**src/rtl/csi2tx_dphy_clk_lane_seq_if.sv**
```systemverilog
// Clock-lane sequencer interface: lane-management requests and timing in, clock-lane LP/HS controls out.
interface csi2tx_dphy_clk_lane_seq_if #(
    parameter int unsigned NUM_DLANES = 4,
    parameter int unsigned CNT_W      = 8
);
    logic                  txrequesths_clk;
    logic                  cont_clk_mode;
    logic [NUM_DLANES-1:0] dlane_en;
    logic [NUM_DLANES-1:0] eot;
    logic                  txulpsclk;
    logic                  txulpsexit_clk;
    logic [CNT_W-1:0]      cln_cnt_lpx;
    logic [CNT_W-1:0]      cln_cnt_hs_prep;
    logic [CNT_W-1:0]      cln_cnt_hs_zero;
    logic [CNT_W-1:0]      cln_cnt_hs_post;
    logic [CNT_W-1:0]      cln_cnt_hs_trail;
    logic [CNT_W-1:0]      cln_cnt_hs_exit;
    logic                  lp_tx_cntrl_clk;
    logic                  lp_tx_cp_clk;
    logic                  lp_tx_cn_clk;
    logic                  hs_tx_cntrl_clk;
    logic                  hs_clk_en;
    logic                  sot;
    logic                  stopstate_clk;
    logic                  ulpsactivenot_clk;

    modport master (
        output txrequesths_clk, cont_clk_mode, dlane_en, eot, txulpsclk, txulpsexit_clk,
        output cln_cnt_lpx, cln_cnt_hs_prep, cln_cnt_hs_zero, cln_cnt_hs_post,
        output cln_cnt_hs_trail, cln_cnt_hs_exit,
        input  lp_tx_cntrl_clk, lp_tx_cp_clk, lp_tx_cn_clk, hs_tx_cntrl_clk, hs_clk_en,
        input  sot, stopstate_clk, ulpsactivenot_clk
    );

    modport slave (
        input  txrequesths_clk, cont_clk_mode, dlane_en, eot, txulpsclk, txulpsexit_clk,
        input  cln_cnt_lpx, cln_cnt_hs_prep, cln_cnt_hs_zero, cln_cnt_hs_post,
        input  cln_cnt_hs_trail, cln_cnt_hs_exit,
        output lp_tx_cntrl_clk, lp_tx_cp_clk, lp_tx_cn_clk, hs_tx_cntrl_clk, hs_clk_en,
        output sot, stopstate_clk, ulpsactivenot_clk
    );
endinterface

```
**src/rtl/csi2tx_dphy_clk_lane_seq.sv**
```systemverilog
// D-PHY clock-lane TX sequencer: HS entry/burst/exit with EoT-gated exit and continuous-clock mode.
// Optional ULPS entry/exit states are built only when CSI2TX_DPHY_CLK_ULPS_EN is defined.
module csi2tx_dphy_clk_lane_seq #(
    parameter int unsigned NUM_DLANES = 4,
    parameter int unsigned CNT_W      = 8
) (
    input logic                        txclkesc,
    input logic                        txescclk_rst,
    csi2tx_dphy_clk_lane_seq_if.slave  lane
);
    typedef enum logic [3:0] {
        ST_STOP, ST_HS_RQST, ST_HS_PREP, ST_HS_ZERO, ST_HS_CLK, ST_HS_POST, ST_HS_TRAIL, ST_HS_EXIT
`ifdef CSI2TX_DPHY_CLK_ULPS_EN
        , ST_ULPS_RQST, ST_ULPS, ST_ULPS_EXIT
`endif
    } state_e;

    state_e                state_q, state_d;
    logic [CNT_W-1:0]      cnt_q, cnt_d;
    logic [NUM_DLANES-1:0] flags_q, flags_d;
    logic [NUM_DLANES-1:0] en_q, en_d;
    logic                  pend_q, pend_d;
    logic                  lp_cntrl_q, lp_cntrl_d, cp_q, cp_d, cn_q, cn_d;
    logic                  hs_cntrl_q, hs_cntrl_d, hs_clk_en_q, hs_clk_en_d;
    logic                  sot_q, sot_d, stop_q, stop_d, ulpsn_q, ulpsn_d;
    logic                  timer_done;
    logic                  all_eot;

    // A programmed duration of 0 still occupies one cycle.
    function automatic logic [CNT_W-1:0] dur_m1(input logic [CNT_W-1:0] n);
        return (n == '0) ? '0 : n - CNT_W'(1);
    endfunction

    assign timer_done = (cnt_q == '0);
    assign all_eot    = &(flags_q | lane.eot | ~en_q);

    always_comb begin
        state_d     = state_q;
        cnt_d       = cnt_q;
        flags_d     = flags_q;
        en_d        = en_q;
        pend_d      = pend_q;
        lp_cntrl_d  = 1'b1;
        cp_d        = 1'b1;
        cn_d        = 1'b1;
        hs_cntrl_d  = 1'b0;
        hs_clk_en_d = 1'b0;
        sot_d       = 1'b0;
        stop_d      = 1'b0;
        ulpsn_d     = 1'b1;

        case (state_q)
            ST_STOP: begin
                if (lane.txrequesths_clk || pend_q) state_d = ST_HS_RQST;
`ifdef CSI2TX_DPHY_CLK_ULPS_EN
                else if (lane.txulpsclk)          state_d = ST_ULPS_RQST;
`endif
            end
            ST_HS_RQST:  if (timer_done) state_d = ST_HS_PREP;
            ST_HS_PREP:  if (timer_done) state_d = ST_HS_ZERO;
            ST_HS_ZERO:  if (timer_done) state_d = ST_HS_CLK;
            ST_HS_CLK: begin
                flags_d = flags_q | lane.eot;
                if (!lane.txrequesths_clk && (lane.cont_clk_mode || all_eot)) state_d = ST_HS_POST;
            end
            ST_HS_POST:  if (timer_done) state_d = ST_HS_TRAIL;
            ST_HS_TRAIL: if (timer_done) state_d = ST_HS_EXIT;
            ST_HS_EXIT: begin
                if (lane.txrequesths_clk) pend_d = 1'b1;
                if (timer_done)           state_d = ST_STOP;
            end
`ifdef CSI2TX_DPHY_CLK_ULPS_EN
            ST_ULPS_RQST: if (timer_done) state_d = ST_ULPS;
            ST_ULPS:      if (lane.txulpsexit_clk) state_d = ST_ULPS_EXIT;
            ST_ULPS_EXIT: if (timer_done && !lane.txulpsexit_clk) state_d = ST_STOP;
`endif
            default:     state_d = ST_STOP;
        endcase

        // Load the duration of the state being entered; otherwise count down to zero.
        if (state_d != state_q) begin
            case (state_d)
                ST_HS_RQST:   cnt_d = dur_m1(lane.cln_cnt_lpx);
                ST_HS_PREP:   cnt_d = dur_m1(lane.cln_cnt_hs_prep);
                ST_HS_ZERO:   cnt_d = dur_m1(lane.cln_cnt_hs_zero);
                ST_HS_POST:   cnt_d = dur_m1(lane.cln_cnt_hs_post);
                ST_HS_TRAIL:  cnt_d = dur_m1(lane.cln_cnt_hs_trail);
                ST_HS_EXIT:   cnt_d = dur_m1(lane.cln_cnt_hs_exit);
`ifdef CSI2TX_DPHY_CLK_ULPS_EN
                ST_ULPS_RQST: cnt_d = dur_m1(lane.cln_cnt_lpx);
                ST_ULPS_EXIT: cnt_d = dur_m1(lane.cln_cnt_lpx);
`endif
                default:      cnt_d = '0;
            endcase
        end else if (!timer_done) begin
            cnt_d = cnt_q - CNT_W'(1);
        end

        if (state_d == ST_HS_CLK && state_q != ST_HS_CLK) begin
            flags_d = '0;
            en_d    = lane.dlane_en;
            sot_d   = 1'b1;
        end
        if (state_d == ST_HS_RQST) pend_d = 1'b0;

        // Outputs follow the state being entered so they change together with it.
        case (state_d)
            ST_STOP:     stop_d = 1'b1;
            ST_HS_RQST:  cp_d   = 1'b0;
            ST_HS_PREP:  begin cp_d = 1'b0; cn_d = 1'b0; end
            ST_HS_ZERO, ST_HS_TRAIL: begin
                lp_cntrl_d = 1'b0; cp_d = 1'b0; cn_d = 1'b0; hs_cntrl_d = 1'b1;
            end
            ST_HS_CLK, ST_HS_POST: begin
                lp_cntrl_d = 1'b0; cp_d = 1'b0; cn_d = 1'b0; hs_cntrl_d = 1'b1; hs_clk_en_d = 1'b1;
            end
`ifdef CSI2TX_DPHY_CLK_ULPS_EN
            ST_ULPS_RQST, ST_ULPS_EXIT: cn_d = 1'b0;
            ST_ULPS:     begin cp_d = 1'b0; cn_d = 1'b0; ulpsn_d = 1'b0; end
`endif
            default:     ;
        endcase
    end

    always_ff @(posedge txclkesc) begin
        if (txescclk_rst) begin
            state_q     <= ST_STOP;
            cnt_q       <= '0;
            flags_q     <= '0;
            en_q        <= '0;
            pend_q      <= 1'b0;
            lp_cntrl_q  <= 1'b1;
            cp_q        <= 1'b1;
            cn_q        <= 1'b1;
            hs_cntrl_q  <= 1'b0;
            hs_clk_en_q <= 1'b0;
            sot_q       <= 1'b0;
            stop_q      <= 1'b1;
            ulpsn_q     <= 1'b1;
        end else begin
            state_q     <= state_d;
            cnt_q       <= cnt_d;
            flags_q     <= flags_d;
            en_q        <= en_d;
            pend_q      <= pend_d;
            lp_cntrl_q  <= lp_cntrl_d;
            cp_q        <= cp_d;
            cn_q        <= cn_d;
            hs_cntrl_q  <= hs_cntrl_d;
            hs_clk_en_q <= hs_clk_en_d;
            sot_q       <= sot_d;
            stop_q      <= stop_d;
            ulpsn_q     <= ulpsn_d;
        end
    end

`ifndef CSI2TX_DPHY_CLK_ULPS_EN
    logic unused_ulps;
    assign unused_ulps = ^{lane.txulpsclk, lane.txulpsexit_clk};
`endif

    assign lane.lp_tx_cntrl_clk   = lp_cntrl_q;
    assign lane.lp_tx_cp_clk      = cp_q;
    assign lane.lp_tx_cn_clk      = cn_q;
    assign lane.hs_tx_cntrl_clk   = hs_cntrl_q;
    assign lane.hs_clk_en         = hs_clk_en_q;
    assign lane.sot               = sot_q;
    assign lane.stopstate_clk     = stop_q;
    assign lane.ulpsactivenot_clk = ulpsn_q;
endmodule

```
**src/flat_wrapper.sv**
```systemverilog
// flat-port wrapper written by rule: the top's interface ports become plain ports
module csi2tx_dphy_clk_lane_seq_flat 
#(
    parameter int unsigned NUM_DLANES = 4,
    parameter int unsigned CNT_W      = 8
)
  (txclkesc, txescclk_rst, lane_txrequesths_clk, lane_cont_clk_mode, lane_dlane_en, lane_eot, lane_txulpsclk, lane_txulpsexit_clk, lane_cln_cnt_lpx, lane_cln_cnt_hs_prep, lane_cln_cnt_hs_zero, lane_cln_cnt_hs_post, lane_cln_cnt_hs_trail, lane_cln_cnt_hs_exit, lane_lp_tx_cntrl_clk, lane_lp_tx_cp_clk, lane_lp_tx_cn_clk, lane_hs_tx_cntrl_clk, lane_hs_clk_en, lane_sot, lane_stopstate_clk, lane_ulpsactivenot_clk);
  csi2tx_dphy_clk_lane_seq_if #(.NUM_DLANES(NUM_DLANES), .CNT_W(CNT_W)) lane_i ();
  input logic txclkesc;
  input logic txescclk_rst;
  input wire logic [$bits(lane_i.txrequesths_clk)-1:0] lane_txrequesths_clk;
  input wire logic [$bits(lane_i.cont_clk_mode)-1:0] lane_cont_clk_mode;
  input wire logic [$bits(lane_i.dlane_en)-1:0] lane_dlane_en;
  input wire logic [$bits(lane_i.eot)-1:0] lane_eot;
  input wire logic [$bits(lane_i.txulpsclk)-1:0] lane_txulpsclk;
  input wire logic [$bits(lane_i.txulpsexit_clk)-1:0] lane_txulpsexit_clk;
  input wire logic [$bits(lane_i.cln_cnt_lpx)-1:0] lane_cln_cnt_lpx;
  input wire logic [$bits(lane_i.cln_cnt_hs_prep)-1:0] lane_cln_cnt_hs_prep;
  input wire logic [$bits(lane_i.cln_cnt_hs_zero)-1:0] lane_cln_cnt_hs_zero;
  input wire logic [$bits(lane_i.cln_cnt_hs_post)-1:0] lane_cln_cnt_hs_post;
  input wire logic [$bits(lane_i.cln_cnt_hs_trail)-1:0] lane_cln_cnt_hs_trail;
  input wire logic [$bits(lane_i.cln_cnt_hs_exit)-1:0] lane_cln_cnt_hs_exit;
  output wire logic [$bits(lane_i.lp_tx_cntrl_clk)-1:0] lane_lp_tx_cntrl_clk;
  output wire logic [$bits(lane_i.lp_tx_cp_clk)-1:0] lane_lp_tx_cp_clk;
  output wire logic [$bits(lane_i.lp_tx_cn_clk)-1:0] lane_lp_tx_cn_clk;
  output wire logic [$bits(lane_i.hs_tx_cntrl_clk)-1:0] lane_hs_tx_cntrl_clk;
  output wire logic [$bits(lane_i.hs_clk_en)-1:0] lane_hs_clk_en;
  output wire logic [$bits(lane_i.sot)-1:0] lane_sot;
  output wire logic [$bits(lane_i.stopstate_clk)-1:0] lane_stopstate_clk;
  output wire logic [$bits(lane_i.ulpsactivenot_clk)-1:0] lane_ulpsactivenot_clk;
  assign lane_i.txrequesths_clk = lane_txrequesths_clk;
  assign lane_i.cont_clk_mode = lane_cont_clk_mode;
  assign lane_i.dlane_en = lane_dlane_en;
  assign lane_i.eot = lane_eot;
  assign lane_i.txulpsclk = lane_txulpsclk;
  assign lane_i.txulpsexit_clk = lane_txulpsexit_clk;
  assign lane_i.cln_cnt_lpx = lane_cln_cnt_lpx;
  assign lane_i.cln_cnt_hs_prep = lane_cln_cnt_hs_prep;
  assign lane_i.cln_cnt_hs_zero = lane_cln_cnt_hs_zero;
  assign lane_i.cln_cnt_hs_post = lane_cln_cnt_hs_post;
  assign lane_i.cln_cnt_hs_trail = lane_cln_cnt_hs_trail;
  assign lane_i.cln_cnt_hs_exit = lane_cln_cnt_hs_exit;
  assign lane_lp_tx_cntrl_clk = lane_i.lp_tx_cntrl_clk;
  assign lane_lp_tx_cp_clk = lane_i.lp_tx_cp_clk;
  assign lane_lp_tx_cn_clk = lane_i.lp_tx_cn_clk;
  assign lane_hs_tx_cntrl_clk = lane_i.hs_tx_cntrl_clk;
  assign lane_hs_clk_en = lane_i.hs_clk_en;
  assign lane_sot = lane_i.sot;
  assign lane_stopstate_clk = lane_i.stopstate_clk;
  assign lane_ulpsactivenot_clk = lane_i.ulpsactivenot_clk;
  csi2tx_dphy_clk_lane_seq #(.NUM_DLANES(NUM_DLANES), .CNT_W(CNT_W)) u_core (.txclkesc(txclkesc), .txescclk_rst(txescclk_rst), .lane(lane_i));
endmodule
```
**config.mk**
```make
export PLATFORM = sky130hd
export DESIGN_NAME = csi2tx_dphy_clk_lane_seq_flat
export DESIGN_NICKNAME = d
export VERILOG_FILES = /design/src/rtl/csi2tx_dphy_clk_lane_seq_if.sv /design/src/rtl/csi2tx_dphy_clk_lane_seq.sv /design/src/flat_wrapper.sv
export SDC_FILE = /design/constraint.sdc
export NUM_CORES = 1
export LEC_CHECK = 0
export ABC_CLOCK_PERIOD_IN_PS = 2000
export CAP_MARGIN = 20
export CORE_UTILIZATION = 45
export DETAILED_ROUTE_END_ITERATION = 8
export GPL_TIMING_DRIVEN = 0
export MAX_ROUTING_LAYER = met4
export PLACE_DENSITY = 0.81
export SKIP_CTS_REPAIR_TIMING = 1
export SYNTH_ARGS = -nofsm -noshare
export SYNTH_HDL_FRONTEND = slang
export SYNTH_SLANG_ARGS = --single-unit
```
**constraint.sdc**
```tcl
create_clock -name txclkesc -period 2 [get_ports txclkesc]
set_input_delay 0.2 -clock txclkesc [delete_from_list [all_inputs] [get_ports txclkesc]]
set_output_delay 0.2 -clock txclkesc [all_outputs]
set_load 0.01 [all_outputs]
```
==> flow_summary.html, run 1 <==
<table>
<tr><th>Metric</th><th>Value</th></tr>
<tr><th colspan="2">Floorplanning</th></tr>
<tr><td>Placeable core region</td><td>5540 um^2</td></tr>
<tr><td>Starting density of the core</td><td>0.470</td></tr>
<tr><td>Height of the die</td><td>between 70 and 80 um</td></tr>
<tr><td>Die area</td><td>6090 um^2</td></tr>
<tr><td>I/O pins</td><td>70</td></tr>
<tr><td>Chip Width</td><td>78.1 um</td></tr>
<tr><td>Number of core rows</td><td>27</td></tr>
<tr><th colspan="2">Setup path</th></tr>
<tr><td>Crit Reg-Reg Startpoint</td><td>u_core.cnt_q[0]</td></tr>
<tr><td>Sort of element at the start of the critical path</td><td>input pin</td></tr>
<tr><td>Worst endpoint required time</td><td>roughly 2.2 ns</td></tr>
<tr><td>Highest fanout seen on the critical path</td><td>7</td></tr>
<tr><td>Category of the most critical setup path</td><td>in -&gt; reg</td></tr>
<tr><td>CP Capture Type</td><td>flip-flop</td></tr>
<tr><td>Register-to-Register Setup Slack</td><td>-0.22 ns</td></tr>
<tr><td>Number of cells on the worst reg-to-reg path</td><td>9</td></tr>
<tr><td>R2R Path End</td><td>u_core.cnt_q[0]</td></tr>
<tr><td>Arrival time at the worst endpoint</td><td>~2.4 ns</td></tr>
<tr><th colspan="2">Placement</th></tr>
<tr><td>Dpl cell area</td><td>3430 um^2</td></tr>
<tr><td>Placed Instances</td><td>467</td></tr>
<tr><td>Number of buffer cells added on primary ports</td><td>66</td></tr>
<tr><td>HPWL after DPL</td><td>5730 um</td></tr>
<tr><td>Final RePlAce weighted congestion</td><td>approximately 0.92</td></tr>
<tr><th colspan="2">Timing</th></tr>
<tr><td>Shortest period the worst path allows</td><td>between 2 and 2.5 ns</td></tr>
<tr><td>Tightest Pin Transition</td><td>0.560 ns</td></tr>
<tr><td>Clock Skew</td><td>about 0.0073 ns</td></tr>
<tr><td>Final hold viol count</td><td>0</td></tr>
<tr><td>Worst slew margin relative to its limit</td><td>0.626</td></tr>
<tr><td>Total of endpoints with negative setup slack in the final report</td><td>8</td></tr>
<tr><td>Final clock period utilization by the worst path</td><td>1.11</td></tr>
<tr><td>Setup repair after global routing missed its margin</td><td>true</td></tr>
<tr><td>Final setup slack of the worst path</td><td>-0.227 ns</td></tr>
<tr><td>Max-slew violation count</td><td>0</td></tr>
<tr><td>Max Clock Freq</td><td>approximately 450 MHz</td></tr>
<tr><th colspan="2">Logic synthesis</th></tr>
<tr><td>Number of synthesized flops with an enable pin</td><td>0</td></tr>
<tr><td>Number of distinct library cell variants in the gate-level netlist after synthesis</td><td>61</td></tr>
<tr><td>Net count after synthesis</td><td>slightly above 400</td></tr>
<tr><td>Most common cell in the netlist</td><td>sky130_fd_sc_hd__nand2_1</td></tr>
<tr><td>Area fraction of the dominant cell type after synthesis</td><td>0.215</td></tr>
<tr><td>Proportion of register bits with asynchronous set or reset after synthesis</td><td>0</td></tr>
<tr><td>Average size of a mapped cell</td><td>7.91 um^2</td></tr>
<tr><td>Mapped Cells</td><td>around 330</td></tr>
<tr><td>Summed instance area of the synthesized netlist</td><td>about 2600 um^2</td></tr>
<tr><td>Count of synthesis-stage warnings from yosys</td><td>0</td></tr>
<tr><td>Synth top area cells</td><td>sky130_fd_sc_hd__dfxtp_1, sky130_fd_sc_hd__xnor2_1, sky130_fd_sc_hd__xor2_1</td></tr>
<tr><td>Sequential fraction of the synthesis area</td><td>0.215</td></tr>
<tr><td>Most instantiated cells after synthesis</td><td>sky130_fd_sc_hd__nand2_1, sky130_fd_sc_hd__nor2_1, sky130_fd_sc_hd__dfxtp_1, sky130_fd_sc_hd__xnor2_1, sky130_fd_sc_hd__xor2_1</td></tr>
<tr><td>Register bit total from synthesis</td><td>28</td></tr>
<tr><td>Dominant register cell in the synthesized netlist</td><td>sky130_fd_sc_hd__dfxtp_1</td></tr>
<tr><td>Leading area contributor after synthesis</td><td>sky130_fd_sc_hd__dfxtp_1</td></tr>
<tr><th colspan="2">Clocking</th></tr>
<tr><td>Clk root buf</td><td>sky130_fd_sc_hd__clkbuf_8</td></tr>
<tr><td>Number of sinks handled by clock tree synthesis</td><td>28</td></tr>
<tr><td>TritonCTS clock tree</td><td>done</td></tr>
<tr><td>Maximum clock path buffer count</td><td>2</td></tr>
<tr><td>Clock transition at the registers of the reported paths</td><td>0.09 ns</td></tr>
<tr><td>Level count of the clock H-tree</td><td>1</td></tr>
<tr><td>Clock latency of the later-clocked register in the worst-skew pair</td><td>around 0.28 ns</td></tr>
<tr><td>Inserted Clock Buffers</td><td>3</td></tr>
<tr><th colspan="2">Finish</th></tr>
<tr><td>Antenna fix cells</td><td>0</td></tr>
<tr><td>Fraction of final layout cells sized beyond drive strength 1</td><td>0.199</td></tr>
<tr><td>Area grow syn2layout</td><td>45.6%</td></tr>
<tr><td>Finished Layout Cells</td><td>485</td></tr>
<tr><td>Final-stage net count</td><td>489</td></tr>
<tr><td>Final design instance area without fill</td><td>around 3800 um^2</td></tr>
<tr><th colspan="2">Outcome</th></tr>
<tr><td>Failing checks</td><td>negative setup slack</td></tr>
<tr><td>Result of the run</td><td>finished with violations</td></tr>
<tr><th colspan="2">Routing</th></tr>
<tr><td>Starting DRT DRC Count</td><td>220</td></tr>
<tr><td>Routed vias/inst</td><td>5.80</td></tr>
<tr><td>Detail Route Antenna Nets</td><td>0</td></tr>
<tr><td>Average wire length per cell after detail routing</td><td>around 16 um</td></tr>
<tr><td>WL final</td><td>roughly 7600 um</td></tr>
<tr><td>Via count</td><td>about 2,800</td></tr>
<tr><td>Residual DRC count</td><td>0</td></tr>
<tr><td>TritonRoute pass-1 iters</td><td>5</td></tr>
<tr><th colspan="2">Power</th></tr>
<tr><td>Maximum VDD drop</td><td>slightly below 400 uV</td></tr>
<tr><td>Total power divided by cell area</td><td>between 600 and 700 nW/um^2</td></tr>
<tr><td>Static leakage</td><td>1.46 nW</td></tr>
<tr><th colspan="2">Global routing</th></tr>
<tr><td>Global-route wire length before repair</td><td>around 12,000 um</td></tr>
<tr><td>Remaining global-route overflow</td><td>0</td></tr>
<tr><td>Maximum number of pins on one net before global-route repair</td><td>17</td></tr>
<tr><td>Number of global-route vias before repair</td><td>2,636</td></tr>
<tr><td>Initial antenna violation count</td><td>0</td></tr>
<tr><td>Global Route Usage Sum</td><td>0.244</td></tr>
<tr><th colspan="2">Hold path</th></tr>
<tr><td>Hold Path Cell Cnt</td><td>2</td></tr>
<tr><td>Critical hold path startpoint</td><td>u_core.en_q[3]</td></tr>
<tr><td>Endpoint, Worst Hold</td><td>u_core.en_q[3]</td></tr>
<tr><td>Classification of the worst-slack hold path</td><td>reg -&gt; reg</td></tr>
<tr><th colspan="2">Job</th></tr>
<tr><td>Max Cap Violations</td><td>0</td></tr>
</table>
[metrics by stage]
stage          hold WS [ns]   util  setup WS, ns  TNS (ns)  power (mW)
6_report              0.501  0.684        -0.227     -1.40        2.47
5_1_grt               0.525  0.684        -0.312     -2.32        2.60
4_1_cts               0.509  0.632        -0.385     -4.56        2.25
3_5_place_dp          0.485  0.619        -0.655     -6.11        1.79
3_3_place_gp          0.468  0.619        -0.614     -5.25        1.77
2_1_floorplan         0.285      -       -0.0837    -0.277        1.46
[logic make-up (layout without fill, tap and decap cells)]
logic type	Yosys count	in the layout	synth area share
XOR/XNOR	42	42	0.141
flip-flops	28	28	0.215
other	2	2	0.00289
adder cells (fa/ha/maj)	13	13	0.0625
AO/OA/AOI/OAI	70	70	0.200
buffers and inverters	27	111	0.0442
multiplexers	5	5	0.0192
AND/OR/NAND/NOR	142	142	0.314
[sequential cells by signal, indices dropped and copies added, names as in the netlist, 4 cells and up]
signal          cells
u_core.en_q         4
u_core.cnt_q        8
u_core.state_q      4
u_core.flags_q      4
[worst max-delay path: stages]
cell	delay (ns)
sky130_fd_sc_hd__clkdlybuf4s50_1	0.43
sky130_fd_sc_hd__or4_4	0.45
sky130_fd_sc_hd__or4b_4	0.52
sky130_fd_sc_hd__nand3_4	0.14
sky130_fd_sc_hd__or3_4	0.16
sky130_fd_sc_hd__o22ai_2	0.08
sky130_fd_sc_hd__nor4bb_2	0.31
sky130_fd_sc_hd__a221oi_2	0.08
[worst max path at each step]
stage	startpoint	slack [ns]	cells after the start	endpoint
after floorplan	u_core.cnt_q[1]	-0.08	9	u_core.cnt_q[0]
after global placement	lane_cln_cnt_hs_zero[4]	-0.61	8	u_core.cnt_q[1]
after detailed placement	lane_cln_cnt_hs_zero[2]	-0.65	8	u_core.cnt_q[1]
after CTS	u_core.state_q[2]	-0.38	8	u_core.cnt_q[1]
after global routing	u_core.cnt_q[0]	-0.31	9	u_core.cnt_q[0]
final	lane_cln_cnt_hs_zero[5]	-0.23	8	u_core.cnt_q[1]
[cell usage in the layout (no fill, tap or decap), types with 3 or more instances in the layout]
master	count
sky130_fd_sc_hd__a21o_1	7
sky130_fd_sc_hd__a21oi_1	10
sky130_fd_sc_hd__a221oi_1	6
sky130_fd_sc_hd__a221oi_2	7
sky130_fd_sc_hd__buf_4	11
sky130_fd_sc_hd__buf_6	5
sky130_fd_sc_hd__clkbuf_8	3
sky130_fd_sc_hd__clkdlybuf4s50_1	63
sky130_fd_sc_hd__dfxtp_1	24
sky130_fd_sc_hd__dfxtp_2	3
sky130_fd_sc_hd__dlymetal6s2s_1	3
sky130_fd_sc_hd__ha_1	12
sky130_fd_sc_hd__inv_1	16
sky130_fd_sc_hd__inv_2	3
sky130_fd_sc_hd__mux2i_1	5
sky130_fd_sc_hd__nand2_1	34
sky130_fd_sc_hd__nand2b_1	5
sky130_fd_sc_hd__nand3_1	5
sky130_fd_sc_hd__nor2_1	29
sky130_fd_sc_hd__nor2_2	3
sky130_fd_sc_hd__nor3_1	16
sky130_fd_sc_hd__nor3b_1	7
sky130_fd_sc_hd__nor4_1	8
sky130_fd_sc_hd__nor4_4	3
sky130_fd_sc_hd__o22ai_1	10
sky130_fd_sc_hd__o22ai_2	5
sky130_fd_sc_hd__xnor2_1	22
sky130_fd_sc_hd__xor2_1	19
[where the power goes]
group	internal, mW	total (mW)	switching [mW]
combinational	0.638	1.34	0.702
sequential	0.604	0.672	0.0684
clock	0.268	0.454	0.186
total	1.51	2.47	0.956
[metal layers]
layer  track usage  wire, um  vias to the layer above
li1              -         -                     1365
met3        0.0198       311                       20
met5             -         0                        -
met1         0.279      3180                     1331
met4        0.0833       267                        0
met2         0.446      3840                       99
[cell type report]
cell class                      count  area (um^2)
Timing Repair Buffer               81          808
Clock inverter                      1         30.0
Multi-Input combinational cell    274         2140
Tap cell                           72         90.1
Buffer                              7         43.8
Fill cell                         472         1750
Sequential cell                    28          568
Clock buffer                        3         41.3
Inverter                           19         71.3
(Power assumes the default switching activity.)
==> run 2, diff against run 1 <==
- SKIP_LAST_GASP: not set -> 1
==> run 2 against run 1 <==
  * The flow still finishes with violations (negative setup slack)
  * Worst setup slack lost 0.0040 ns
  * Routed wire length shrank 0.60%
  * Critical path depth grew 2
  * Non-clock buffer count did not move
  * Clock power increased by 1%
  * Sequential power is essentially flat
  * Worst hold slack improved by 0.0032 ns
  * Register-to-register slack hardly changed
  * Die area unchanged
==> flow_summary.html, run 2 (synthesized netlist as in run 1, its figures left out) <==
<table>
<tr><th>Metric</th><th>Value</th></tr>
<tr><th colspan="2">Outcome</th></tr>
<tr><td>Result of the run</td><td>finished with violations</td></tr>
<tr><td>Failing checks</td><td>negative setup slack</td></tr>
<tr><th colspan="2">Clocking</th></tr>
<tr><td>Level count of the clock H-tree</td><td>1 (unchanged)</td></tr>
<tr><td>Number of sinks handled by clock tree synthesis</td><td>28 (unchanged)</td></tr>
<tr><td>Clock latency of the later-clocked register in the worst-skew pair</td><td>0.28 ns (about the same)</td></tr>
<tr><td>Clock transition at the registers of the reported paths</td><td>0.09 ns (about the same)</td></tr>
<tr><td>TritonCTS clock tree</td><td>done</td></tr>
<tr><td>Clk root buf</td><td>sky130_fd_sc_hd__clkbuf_8</td></tr>
<tr><td>Inserted Clock Buffers</td><td>3 (unchanged)</td></tr>
<tr><td>Maximum clock path buffer count</td><td>2 (unchanged)</td></tr>
<tr><th colspan="2">Floorplanning</th></tr>
<tr><td>I/O pins</td><td>70 (unchanged)</td></tr>
<tr><td>Placeable core region</td><td>5540 um^2 (unchanged)</td></tr>
<tr><td>Starting density of the core</td><td>0.470 (unchanged)</td></tr>
<tr><td>Height of the die</td><td>78.1 um (unchanged)</td></tr>
<tr><td>Number of core rows</td><td>27 (unchanged)</td></tr>
<tr><td>Die area</td><td>6090 um^2 (unchanged)</td></tr>
<tr><td>Chip Width</td><td>78.1 um (unchanged)</td></tr>
<tr><th colspan="2">Power</th></tr>
<tr><td>Maximum VDD drop</td><td>381 uV (-1.5%)</td></tr>
<tr><td>Clock power frac</td><td>0.189 (+0.005)</td></tr>
<tr><td>Relative contribution of combinational cells to total power</td><td>0.535 (-0.008)</td></tr>
<tr><td>Net Sw Frac</td><td>0.383 (-0.00470)</td></tr>
<tr><td>Register share of total power</td><td>0.276 (+0.003)</td></tr>
<tr><td>Total power divided by cell area</td><td>645 nW/um^2 (-0.84%)</td></tr>
<tr><td>Cell-internal power</td><td>1.50 mW (-0.64%)</td></tr>
<tr><td>Static leakage</td><td>1.45 nW (-0.71%)</td></tr>
<tr><td>Post-layout total power</td><td>2.43 mW (-1.4%)</td></tr>
<tr><td>Switching power</td><td>0.932 mW (-2.6%)</td></tr>
<tr><th colspan="2">Global routing</th></tr>
<tr><td>Remaining global-route overflow</td><td>0 (unchanged)</td></tr>
<tr><td>Maximum number of pins on one net before global-route repair</td><td>17 (unchanged)</td></tr>
<tr><td>Global-route wire length before repair</td><td>11,700 um (unchanged)</td></tr>
<tr><td>Number of global-route vias before repair</td><td>2,636 (unchanged)</td></tr>
<tr><td>Global Route Usage Sum</td><td>0.244 (unchanged)</td></tr>
<tr><td>Initial antenna violation count</td><td>0 (unchanged)</td></tr>
<tr><th colspan="2">Timing</th></tr>
<tr><td>Max-slew violation count</td><td>0 (unchanged)</td></tr>
<tr><td>Clock Skew</td><td>0.00929 ns (+0.00199 ns)</td></tr>
<tr><td>Total of endpoints with negative setup slack in the final report</td><td>8 (unchanged)</td></tr>
<tr><td>Final hold viol count</td><td>0 (unchanged)</td></tr>
<tr><td>Shortest period the worst path allows</td><td>2.23 ns (+0.00397 ns)</td></tr>
<tr><td>Max Clock Freq</td><td>448 MHz (-0.18%)</td></tr>
<tr><td>Setup repair after global routing missed its margin</td><td>true</td></tr>
<tr><td>Final clock period utilization by the worst path</td><td>1.12 (+0.00199)</td></tr>
<tr><td>Final setup slack of the worst path</td><td>-0.231 ns (-0.00397 ns)</td></tr>
<tr><td>Aggregate negative setup slack</td><td>-1.49 ns (-0.0970 ns)</td></tr>
<tr><td>Worst slew margin relative to its limit</td><td>0.642 (+0.0163)</td></tr>
<tr><td>Tightest Pin Transition</td><td>0.535 ns (-0.0244 ns)</td></tr>
<tr><th colspan="2">Hold path</th></tr>
<tr><td>Classification of the worst-slack hold path</td><td>reg -&gt; reg</td></tr>
<tr><td>Critical hold path startpoint</td><td>u_core.en_q[3]</td></tr>
<tr><th colspan="2">Routing</th></tr>
<tr><td>Residual DRC count</td><td>0 (unchanged)</td></tr>
<tr><td>Starting DRT DRC Count</td><td>169 (-23%)</td></tr>
<tr><td>Average wire length per cell after detail routing</td><td>15.6 um (-0.60%)</td></tr>
<tr><td>TritonRoute pass-1 iters</td><td>5 (unchanged)</td></tr>
<tr><td>Via count</td><td>2,773 (-1.5%)</td></tr>
<tr><td>Detail Route Antenna Nets</td><td>0 (unchanged)</td></tr>
<tr><td>Routed vias/inst</td><td>5.72 (-1.5%)</td></tr>
<tr><td>WL final</td><td>7560 um (-0.60%)</td></tr>
<tr><th colspan="2">Setup path</th></tr>
<tr><td>Worst endpoint required time</td><td>2.15 ns (about the same)</td></tr>
<tr><td>Highest fanout seen on the critical path</td><td>7 (unchanged)</td></tr>
<tr><td>Arrival time at the worst endpoint</td><td>2.38 ns (about the same)</td></tr>
<tr><td>CP Capture Type</td><td>flip-flop</td></tr>
<tr><td>Category of the most critical setup path</td><td>reg -&gt; reg</td></tr>
<tr><td>Sort of element at the start of the critical path</td><td>flip-flop</td></tr>
<tr><td>Critical path origin</td><td>u_core.cnt_q[0]</td></tr>
<tr><td>Crit Reg-Reg Startpoint</td><td>u_core.cnt_q[0]</td></tr>
<tr><th colspan="2">Finish</th></tr>
<tr><td>Fillers</td><td>480 (+1.7%)</td></tr>
<tr><td>Leading cell types in the layout, fill and taps excluded</td><td>sky130_fd_sc_hd__clkdlybuf4s50_1, sky130_fd_sc_hd__nand2_1, sky130_fd_sc_hd__nor2_1</td></tr>
<tr><td>Area of the multi-input gates</td><td>2120 um^2 (-0.82%)</td></tr>
<tr><td>Final-stage net count</td><td>489 (unchanged)</td></tr>
<tr><td>Antenna fix cells</td><td>0 (unchanged)</td></tr>
<tr><td>Biggest register</td><td>u_core.cnt_q</td></tr>
<tr><td>Final Util</td><td>0.680 (-0.00384)</td></tr>
<tr><td>Area grow syn2layout</td><td>44.8%</td></tr>
<tr><td>Fraction of final layout cells sized beyond drive strength 1</td><td>0.191 (-0.00726)</td></tr>
<tr><td>Most frequent standard cell in the layout excluding fill and tap cells</td><td>sky130_fd_sc_hd__clkdlybuf4s50_1</td></tr>
<tr><td>Max FFs per register</td><td>8 (unchanged)</td></tr>
<tr><td>Storage element area</td><td>568 um^2 (unchanged)</td></tr>
<tr><th colspan="2">Placement</th></tr>
<tr><td>Final RePlAce weighted congestion</td><td>0.923 (unchanged)</td></tr>
<tr><td>Number of buffer cells added on primary ports</td><td>66 (unchanged)</td></tr>
<tr><td>HPWL after DPL</td><td>5730 um (unchanged)</td></tr>
<tr><th colspan="2">Job</th></tr>
<tr><td>Max Cap Violations</td><td>0 (unchanged)</td></tr>
</table>
## run 2: changes by cell type in the layout (fill, tap and decap cells not counted)
cell / previous run / this run
sky130_fd_sc_hd__a21oi_1: 10 / 11
sky130_fd_sc_hd__nand2_1: 34 / 35
sky130_fd_sc_hd__buf_6: 5 / 4
sky130_fd_sc_hd__a21oi_2: 1 / 0
sky130_fd_sc_hd__buf_4: 11 / 12
sky130_fd_sc_hd__nor4_2: 2 / 1
sky130_fd_sc_hd__nor4_1: 8 / 9
sky130_fd_sc_hd__nand2_4: 1 / 0
## run 2: power by group through the flow
stage	registers (mW)	clock network [mW]	logic, mW
after floorplan	0.676	0	0.784
after global placement	0.684	0	1.08
after detailed placement	0.685	0	1.11
after CTS	0.672	0.458	1.12
after global routing	0.676	0.477	1.41
final	0.671	0.459	1.30
## run 2: final cells by class
| type | count | share of cell area |
|---|---|---|
| multi-input combinational | 274 | 0.562 |
| timing repair buffer | 81 | 0.213 |
| sequential | 28 | 0.151 |
| tap | 72 | 0.0239 |
| inverter | 19 | 0.0189 |
| buffer | 7 | 0.0116 |
| clock buffer | 3 | 0.0110 |
| clock inverter | 1 | 0.00797 |
## run 2: metrics by stage
stage                     cell area [um^2]  setup WS (ns)  hold slack [ns]  cells
final                                 3770         -0.231            0.504    485
after global routing                  3770         -0.349            0.525    485
after CTS                             3500         -0.385            0.509    471
after detailed placement              3430         -0.655            0.485    467
after global placement                3430         -0.614            0.468    467
after floorplan                       2680        -0.0837            0.285    329
## run 2: path summary, 6_finish.rpt
check,to,slack [ns],cells after the start
max,u_core.cnt_q[0],-0.23,10
min,u_core.en_q[3],0.50,2
max reg2reg,u_core.cnt_q[0],-0.23,10
min reg2reg,u_core.en_q[3],0.50,2
## run 2: layer usage
| metal | vias up | share of wire | track usage |
|---|---|---|---|
| met5 | - | 0 | - |
| met4 | 0 | 0.035 | 0.0833 |
| met3 | 19 | 0.045 | 0.0198 |
| met2 | 85 | 0.51 | 0.446 |
| met1 | 1303 | 0.41 | 0.279 |
| li1 | 1366 | - | - |
## run 2: critical path, cell delays in order (launching register included)
cell and delay (ns):
sky130_fd_sc_hd__dfxtp_4 0.36, sky130_fd_sc_hd__inv_2 0.06, sky130_fd_sc_hd__ha_4 0.13, sky130_fd_sc_hd__nor3b_4 0.31, sky130_fd_sc_hd__a21bo_2 0.18, sky130_fd_sc_hd__a21oi_1 0.09
sky130_fd_sc_hd__a211oi_2 0.32, sky130_fd_sc_hd__nor2_2 0.06, sky130_fd_sc_hd__buf_4 0.18, sky130_fd_sc_hd__a211oi_1 0.32, sky130_fd_sc_hd__a221oi_2 0.10
